[config.mk]
export PLATFORM = sky130hd
export DESIGN_NAME = mux2a1_cond_l2
export DESIGN_NICKNAME = d
export VERILOG_FILES = /design/src/rtl/mux2a1_cond_l2.sv
export SDC_FILE = /design/constraint.sdc
export NUM_CORES = 1
export LEC_CHECK = 0
export ABC_AREA = 1
export BUFFER_PORTS_ARGS = -buffer_cell sky130_fd_sc_hd__buf_2
export CAP_MARGIN = 0
export CORE_ASPECT_RATIO = 1.2
export CORE_MARGIN = 2
export CORE_UTILIZATION = 53
export CTS_CLUSTER_SIZE = 10
export DETAILED_ROUTE_END_ITERATION = 7
export GPL_TIMING_DRIVEN = 0
export PLACE_DENSITY = 0.72
export SYNTH_ARGS = -nofsm -noshare
export SYNTH_HDL_FRONTEND = slang
export SYNTH_SLANG_ARGS = --single-unit
[constraint.sdc]
create_clock -name clk_4f -period 2.2 [get_ports clk_4f]
set_input_delay 0 -clock clk_4f [delete_from_list [all_inputs] [get_ports clk_4f]]
set_output_delay 0 -clock clk_4f [all_outputs]
set_load 0.005 [all_outputs]
[src/rtl/mux2a1_cond_l2.sv]
// mux2a1_cond_l2 -- layer-2 interleaver (2 byte lanes -> 1 byte stream).
//
// Each lane has a DEPTH-entry FIFO that absorbs arrival skew. The output
// takes bytes strictly alternately from lane 0 and lane 1, so the original
// byte order is restored. If the selected lane is empty, the output waits
// on that lane and never skips to the other one.
//
// Optional feature: define MUX_OVF_FLAG_EN to add the err_ovf port. err_ovf
// is a sticky flag that is set when a byte is dropped on either lane.
//
// Handshake: validN marks a byte on data_inN_muxL2 for one cycle only. There
// is no ready signal. If a byte arrives at a full lane and that lane is not
// popped on the same edge, the byte is dropped. validout marks
// dataout_muxL2 as valid for exactly the cycle that follows the pop edge.
module mux2a1_cond_l2 #(
  parameter int DEPTH = 4,
  parameter int AW    = 2
) (
  input  logic       clk_4f,
  input  logic       reset_L,
  input  logic       valid0,
  input  logic [7:0] data_in0_muxL2,
  input  logic       valid1,
  input  logic [7:0] data_in1_muxL2,
  output logic       validout,
  output logic [7:0] dataout_muxL2,
  output logic       full0,
  output logic       full1
`ifdef MUX_OVF_FLAG_EN
  ,
  output logic       err_ovf
`endif
);

  localparam logic [AW:0]   CNT_FULL = (AW+1)'(DEPTH);
  localparam logic [AW:0]   CNT_ONE  = (AW+1)'(1);
  localparam logic [AW-1:0] PTR_ONE  = AW'(1);

  logic [7:0]    mem0_q [DEPTH];
  logic [7:0]    mem1_q [DEPTH];
  logic [AW-1:0] wr0_q, rd0_q, wr1_q, rd1_q;
  logic [AW:0]   cnt0_q, cnt1_q, cnt0_d, cnt1_d;
  logic          sel_q;
  logic          valid_q;
  logic [7:0]    data_q;
  logic          full0_q, full1_q;
  logic          pop0, pop1, push0, push1;

  // Decide this edge's pop and pushes. The decision uses the counts from
  // before the edge, so a byte cannot pass straight through the FIFO.
  always_comb begin
    pop0  = ~sel_q & (cnt0_q != '0);
    pop1  =  sel_q & (cnt1_q != '0);
    push0 = valid0 & ((cnt0_q != CNT_FULL) | pop0);
    push1 = valid1 & ((cnt1_q != CNT_FULL) | pop1);
    cnt0_d = cnt0_q;
    cnt1_d = cnt1_q;
    if (push0 & ~pop0) cnt0_d = cnt0_q + CNT_ONE;
    if (~push0 & pop0) cnt0_d = cnt0_q - CNT_ONE;
    if (push1 & ~pop1) cnt1_d = cnt1_q + CNT_ONE;
    if (~push1 & pop1) cnt1_d = cnt1_q - CNT_ONE;
  end

  // FIFO storage. It has no reset because an entry is only read after a
  // byte has been written into it.
  always_ff @(posedge clk_4f) begin
    if (push0) mem0_q[wr0_q] <= data_in0_muxL2;
    if (push1) mem1_q[wr1_q] <= data_in1_muxL2;
  end

  // Pointers, counts, full flags, lane select and the registered output.
  always_ff @(posedge clk_4f or negedge reset_L) begin
    if (!reset_L) begin
      wr0_q   <= '0;
      rd0_q   <= '0;
      wr1_q   <= '0;
      rd1_q   <= '0;
      cnt0_q  <= '0;
      cnt1_q  <= '0;
      full0_q <= 1'b0;
      full1_q <= 1'b0;
      sel_q   <= 1'b0;
      valid_q <= 1'b0;
      data_q  <= 8'h00;
    end else begin
      if (push0) wr0_q <= wr0_q + PTR_ONE;
      if (push1) wr1_q <= wr1_q + PTR_ONE;
      if (pop0)  rd0_q <= rd0_q + PTR_ONE;
      if (pop1)  rd1_q <= rd1_q + PTR_ONE;
      cnt0_q  <= cnt0_d;
      cnt1_q  <= cnt1_d;
      full0_q <= (cnt0_d == CNT_FULL);
      full1_q <= (cnt1_d == CNT_FULL);
      // If the selected lane is empty, the output holds its last byte and
      // the lane select does not change.
      valid_q <= pop0 | pop1;
      if (pop0) data_q <= mem0_q[rd0_q];
      if (pop1) data_q <= mem1_q[rd1_q];
      if (pop0 | pop1) sel_q <= ~sel_q;
    end
  end

`ifdef MUX_OVF_FLAG_EN
  logic err_q;

  // Sticky overflow flag. It is set when a byte arrives at a lane that
  // cannot accept it.
  always_ff @(posedge clk_4f or negedge reset_L) begin
    if (!reset_L) begin
      err_q <= 1'b0;
    end else if ((valid0 & ~push0) | (valid1 & ~push1)) begin
      err_q <= 1'b1;
    end
  end

  assign err_ovf = err_q;
`endif

  assign validout      = valid_q;
  assign dataout_muxL2 = data_q;
  assign full0         = full0_q;
  assign full1         = full1_q;

endmodule

== Word-level counts from Yosys, hierarchy flattened ==
Memory sizes are Yosys's and may differ from the RTL's.
Cells that the tools add are included.
Word-level totals
  register bits: 26
  RAM bits: 64
  input bits: 20
  output and inout port bits: 11
  logic and storage cells: 54
  memories kept: 2
Cells by class
  add/subtract/negate cells: 8
  eq/ne operators: 4
  muxes and demuxes: 10
  bitwise operators: 16
  reduce and logical (&&, ||, !) cells: 3
Memories
  mem0_q: depth 4, width 8, read ports 1, clocked after memory_dff 0, wr ports 1, line 39  | logic [7:0] mem0_q [DEPTH];
  mem1_q: depth 4, width 8, read ports 1, clocked after memory_dff 0, wr ports 1, line 40  | logic [7:0] mem1_q [DEPTH];
Operator list (count)
  8-bit 2-to-1 mux: 2
  3-bit 2-to-1 mux: 4
  2-bit by 1-bit adder with 2-bit output, second input constant: 4
  1-bit AND: 8
  3-bit by 1-bit adder with 3-bit output, second input constant: 2
  3-bit == test, second input constant: 2
  3-bit != test, second input constant: 2
  3-bit nonzero test: 2
  3-bit by 1-bit subtractor with 3-bit output, second input constant: 2
  1-bit NOT: 5
  1-bit 2-to-1 mux: 4
  1-bit bitwise OR: 3
  2-bit nonzero test: 1

== Depth between registers and ports, before layout ==
Gate-level depths: netlist of run 1.
  word-level depth: 8
  gate-level depth with buffers: 10
  depth with buffers taken out: 10

== Worst setup path before layout of run 1 ==
No wires, ideal clock.
  path kind: flip-flop to flip-flop
  start point: register cnt1_q[0]
  end point: memory mem1_q[0][0] (enable)
  library setup time: 0.371 ns
  arrival: 1.338 ns
  required time: 1.829 ns
  path slack: 0.491 ns
  stages on the path, launching flop included: 6
  buffers on the path: 0
  period minus slack after synthesis: 1.709 ns
  path through: dfrtp_1 inv_1 ha_1 nand2_1 o21ai_1 nor2_1
On the way
  cells in the longest elaborated chain, start to end: 6
  elaborated cells between the ends (all ways): 7
  classes of those cells: eq/ne (1); mux (2); bitwise (3); reduce/logical (1)
Ends and longest elaborated chain
  from (decl): line 42  | logic [AW:0] cnt0_q, cnt1_q, cnt0_d, cnt1_d;
  from (signal assigned): line 91  | cnt1_q <= cnt1_d;
  3-bit nonzero test: line 53  | pop1 = sel_q & (cnt1_q != '0);
  1-bit AND: line 53
  1-bit bitwise OR *: line 55  | push1 = valid1 & ((cnt1_q != CNT_FULL) | pop1);
  1-bit AND *: line 55
  1-bit 2-to-1 mux *: line 68  | if (push1) mem1_q[wr1_q] <= data_in1_muxL2;
  1-bit 2-to-1 mux (implied by the code) *: line 68
  to (decl): line 40
Every way passes the cells marked *; elsewhere a longest branch is shown, timed or not.

== Worst setup path after layout of run 1 ==
  start point: register cnt1_q[0]
  end point: memory mem1_q[0][7] (enable)
The elaborated chain is that of the path after synthesis.

==> impl_metrics.toml, run 1 <==
[outcome]
status = "completed"

[worst_setup_path]
cp_max_fo = 8
r2r_start = "cnt1_q[0]$_DFF_PN0_"
cp_data_required_time_ps = 2190
cp.arrival_ps = 2070
cp-start-kind = "flop"
max_stage_delay_ps = 670
path_class = "reg2reg"
crit_path_end_kind = "flop"
worstPathCellList = "inv_1, ha_1, nand2_1, o21ai_1, nor2_1"
crit_start = "cnt1_q[0]$_DFF_PN0_"
cp_slowest_cell = "nor2_1"

[timing]
tightest_slew_ps = 799
tns_ps = 0
clock.fmax_ghz = 0.480
setup_viol = 0
fin_crit_sh = 0.946
hold_viol = 0
slew_headroom = 0.466
skew_ps = 9.48
drv_slew = 0
period_needed_ps = 2080
rsz0062_at_grt = "true"

[layout]
nNetsFinal = 428
final_area_sq_um = 4410
layout-drive-gt1-share = 0.138
regArea_sq_um = 2570
multi_input_comb_area_sq_um = 1030
antenna_cells = 0
final_cells = 486
finalCoreUtilization = 0.643
fillCellCount = 559
area_growth_pct = 16.9

[placement]
dpl_cell_area_sq_um = 4030
dpl.hpwl_mm = 4.76
io_buffers = 30
gp_congestion = 0.837
dp_cells = 451

[clock_tree]
clk_pin_slew_ps = 90
worst_skew_pair.late_latency_ps = 360
cts_resized = 0
cts_max_level = 3
cts_buffers = 9
cts_max_path_buffers = 2
cts-root-buf = "clkbuf_8"
cts_tree = "done"
cts.sinks = 90
post-cts-setup-buffers = 0

[drt]
postRouteAntennaNets = 0
wl_per_cell_um = 14.5
vias = 2503
first_pass_iters = 4
drcViolationCount = 0
drtIter0Drc = 155
viasPerCell = 5.15
wirelength_mm = 7.04

[die]
fp-row-count = 33
die-width_um = 81
start_util = 0.550
die_area_sq_um = 7810
io_pins = 31
die_h_um = 96.4
core_sq_um = 6850

[synthesis]
ys_seq_area_frac = 0.682
synth.area.top_cells = "edfxtp_1 51%, dfrtp_1 17%, nand2_1 6.1%"
synthesis.nets = 368
synth_top_area_share = 0.510
ys_warn_count = 0
synth_area_per_cell_sq_um = 11.3
ys_ff_latch = 90
syn-cell-area_sq_um = 3770
syn_inst = 334
ys_types = 20
yosys.area.top_type = "edfxtp_1"

[global_route]
grt_usage = 0.201
antenna_found_initial = 0
grt_pass1_vias = 2357
overflow = 0
grt_max_degree = 27
grt_pass1_wl_mm = 11.2

[run]
maxCapViolations = 0

[hold_path]
hp-class = "in2async"

[power]
p_per_area_nw_per_um2 = 1300
power_leakage_uw = 0.00186
peakVddDrop_uv = 626
power.total_uw = 5720
[power by group]
| part | leakage [uW] | internal (uW) | switching, uW | total (uW) |
|---|---|---|---|---|
| logic | 0.000876 | 718 | 1440 | 2160 |
| registers | 0.000889 | 2330 | 186 | 2510 |
| clock network | 0.0000972 | 453 | 598 | 1050 |
[worst max-delay path, delay by kind of cell, from the launching register on]
| kind | cells | cell delay (ps) |
|---|---|---|
| AND/OR/NAND/NOR | 2 | 820 |
| flip-flops | 1 | 370 |
| adder cells (fa/ha/maj) | 1 | 260 |
| AO/OA/AOI/OAI | 1 | 190 |
| buffers and inverters | 1 | 80 |
[layout by cell type, fill, tap and decap left out]
cell	n
a21oi_1	2
edfxtp_1	64
buf_4	1
clkbuf_8	10
a21oi_4	1
clkinv_4	3
clkbuf_1	2
nand2_2	1
nand3_1	28
o22ai_1	13
dfrtp_1	26
buf_2	34
inv_6	2
o21ai_1	1
inv_2	2
o21ai_0	28
clkinv_2	1
xor2_1	4
ha_1	14
buf_1	1
nor2_1	45
nand2_1	61
nand4_1	4
inv_1	32
dlygate4sd3_1	19
[through the flow]
step | setup WS (ps) | hold WS [ps]
final | 119 | 158
after global routing | -62.7 | 217
after CTS | 45.4 | 176
after detailed placement | 64.9 | 28.4
after global placement | 118 | 24.9
after floorplan | 491 | -296
[synth_stat cells, drive strengths merged]
| master | number |
|---|---|
| nand2 | 62 |
| edfxtp | 64 |
| dfrtp | 26 |
| xor2 | 4 |
| nor2 | 45 |
| buf | 6 |
| ha | 14 |
| o22ai | 13 |
| nand3 | 28 |
| nand4 | 4 |
| o21ai | 29 |
| clkbuf | 2 |
| a21oi | 3 |
| inv | 34 |
[cells by family after synthesis]
logic type	count (synthesis)	share of synthesized area
DFF	90	0.682
xor gates and xnor gates	4	0.00929
adders and majority gates	14	0.0465
AOI/OAI and AO/OA	45	0.0670
buffers and inverters	42	0.0441
and+or+nand+nor	139	0.151
[flip-flops by register name, indices dropped and copies added, names as in the netlist, 3 cells and up]
name,flops
cnt0_q,3
cnt1_q,3
dataout_muxL2,8
mem0_q,32
mem1_q,32
[layer usage]
metal  routed length (um)  part of all wire  global-route usage
met5                    0                 0                   0
met4                  142             0.020              0.0932
met2                 3690              0.53               0.346
met1                 2910              0.41               0.243
met3                  292             0.042              0.0409
[final timing paths]
check / end / slack [ps] / cells after the start
max in group asynchronous: wr0_q[1]$_DFFE_PN0P_ / 1650 / 2
min: rd0_q[1]$_DFFE_PN0N_ / 160 / 2
max: mem1_q[0][7]$_DFFE_PP_ / 120 / 5
min reg2reg: dataout_muxL2[3]$_DFFE_PN0P_ / 500 / 2
max reg2reg: mem1_q[0][7]$_DFFE_PP_ / 120 / 5
min in group clk_4f: mem1_q[2][3]$_DFFE_PP_ / 390 / 2
[what timing repair did]
action | 4_1_cts | 5_1_grt
endpoints found under the setup margin | 0 | 21
hold buffers | 19 | 0
hold endpoints to repair | 92 | 0
[cell type report]
type                       count  share of cell area
buffer                         8             0.00880
sequential                    90               0.584
tap                           87              0.0247
inverter                      34              0.0290
timing repair buffer          49              0.0772
clock inverter                 6              0.0111
multi-input combinational    202               0.234
clock buffer                  10              0.0312
(Power assumes the default switching activity.)
==> run 2: changes to the inputs <==
PLACE_DENSITY = 0.71   (was 0.72)
==> impl_metrics.toml, run 2 (synthesis gave the netlist of run 1 again) <==
[worst_setup_path]
cp_max_fo = 8
cp_top_family = "simple AND/OR/NAND/NOR gates"
crit_path_end_kind = "flop"
r2r_slack_ps = 90
cp_data_required_time_ps = 2190
crit_buf_inv = 1
path_class = "reg2reg"
cp-start-kind = "flop"
cp_slowest_cell = "nor2_1"
worstPathCellList = "inv_1, ha_1, nand2_1, o21ai_1, nor2_1"
max_stage_delay_ps = 660
cp.arrival_ps = 2100

[drt]
first_pass_iters = 4
wl_per_cell_um = 14.6
wirelength_mm = 7.06
drtIter0Drc = 248
drcViolationCount = 0
vias = 2515
postRouteAntennaNets = 0
viasPerCell = 5.20

[power]
power_switching_share = 0.389
power.total_uw = 5660
power_leakage_uw = 0.00185
combinationalPowerShare = 0.379
seqPwrFrac = 0.445
peakVddDrop_uv = 664
p_int_uw = 3460
power_switching_uw = 2200
p_per_area_nw_per_um2 = 1290
clkPwrFrac = 0.176

[die]
die_h_um = 96.4
start_util = 0.550
fp-row-count = 33
core_sq_um = 6850
die_area_sq_um = 7810
io_pins = 31
die-width_um = 81

[timing]
skew_ps = 7.11
setup_viol = 0
period_needed_ps = 2110
clock.fmax_ghz = 0.475
tns_ps = 0
rsz0062_at_grt = "true"
fin_crit_sh = 0.958
drv_slew = 0
tightest_slew_ps = 843
hold_viol = 0
slew_headroom = 0.436

[global_route]
grt_max_degree = 27
grt_pass1_vias = 2439
overflow = 0
grt_pass1_wl_mm = 11.1
top_usage_layer = "met2"
grt_usage = 0.196
met3_usage = 0.0390
antenna_found_initial = 0
grtUsageMet2 = 0.337
use_met1 = 0.245

[layout]
final_area_sq_um = 4380
finalCoreUtilization = 0.638
fillCellCount = 561
layout_commonest_cell = "edfxtp_1"
antenna_cells = 0
layout-drive-gt1-share = 0.139
final_cells = 484
final_cell_mix = "64 x edfxtp_1, 61 x nand2_1, 44 x nor2_1, 34 x buf_2, 32 x inv_1"
area_growth_pct = 16.0
nNetsFinal = 426

[outcome]
status = "completed"

[clock_tree]
clk_pin_slew_ps = 90
post-cts-setup-buffers = 0
cts_max_path_buffers = 2
cts.sinks = 90
cts_buffers = 9
cts_tree = "done"
cts_max_level = 3
cts-root-buf = "clkbuf_8"
worst_skew_pair.late_latency_ps = 350

[placement]
dpl_cell_area_sq_um = 4030
dp_cells = 451
gp_congestion = 0.829
io_buffers = 30
dpl.hpwl_mm = 4.74

[run]
maxCapViolations = 0

[hold_path]
hp-class = "in2reg"
[run 2: changes by cell type in the layout (fill, tap and decap cells not counted), sizes merged]
cell	change
inv	-2
dlygate4sd3	-2
clkinv	+2
[run 2: path summary, 6_finish.rpt]
| check | startpoint | end | depth (start not counted) |
|---|---|---|---|
| worst max-delay path | cnt1_q[0]$_DFF_PN0_ | mem1_q[3][6]$_DFFE_PP_ | 5 |
| worst min-delay path | valid0 | cnt0_q[1]$_DFF_PN0_ | 4 |
| worst max register to register | cnt1_q[0]$_DFF_PN0_ | mem1_q[3][6]$_DFFE_PP_ | 5 |
| worst min register to register | dataout_muxL2[3]$_DFFE_PN0P_ | dataout_muxL2[3]$_DFFE_PN0P_ | 2 |
| max in group asynchronous | reset_L | rd0_q[0]$_DFFE_PN0N_ | 2 |
| min in group asynchronous | reset_L | dataout_muxL2[5]$_DFFE_PN0P_ | 2 |
[run 2: per-stage QoR]
step	hold WS, ps	setup slack (ps)
after floorplan	-296	491
after global placement	46.4	107
after detailed placement	49.7	83.9
after CTS	12.5	66.6
after global routing	46.7	-69.5
final	21.7	93.3
[run 2: area by class of cell]
| cell class | instances | area [sq um] | share of cell area |
|---|---|---|---|
| sequential | 90 | 2570 | 0.588 |
| multi-input combinational | 202 | 1030 | 0.236 |
| timing repair buffer | 47 | 320 | 0.0732 |
| clock buffer | 10 | 128 | 0.0292 |
| inverter | 34 | 128 | 0.0292 |
| tap | 87 | 109 | 0.0249 |
| clock inverter | 6 | 45.0 | 0.0103 |
| buffer | 8 | 38.8 | 0.00886 |
[run 2: routing by layer]
layer | up-vias | wire length (um)
li1 | 1248 | -
met1 | 1192 | 3000
met2 | 65 | 3650
met3 | 10 | 317
met4 | 0 | 97
met5 | - | 0
[run 2: timing repair]
action,CTS,global route
setup endpoints to repair,0,32
gates resized for setup,0,1
hold endpoints to repair,90,0
hold buffers,17,0
[run 2: power groups by stage]
stage               logic, uW  registers, uW  clock network, uW
finish                   2150           2520                994
global route             2470           2560               1090
CTS                      2170           2520               1000
detailed placement       2140           2560                  0
global placement         2070           2540                  0
floorplan                1510           2510                  0
[run 2: tightest hold or removal path: cells and delay by family]
kind          cells  cell delay [ps]
simple gates      2              160
buf+inv           2              180
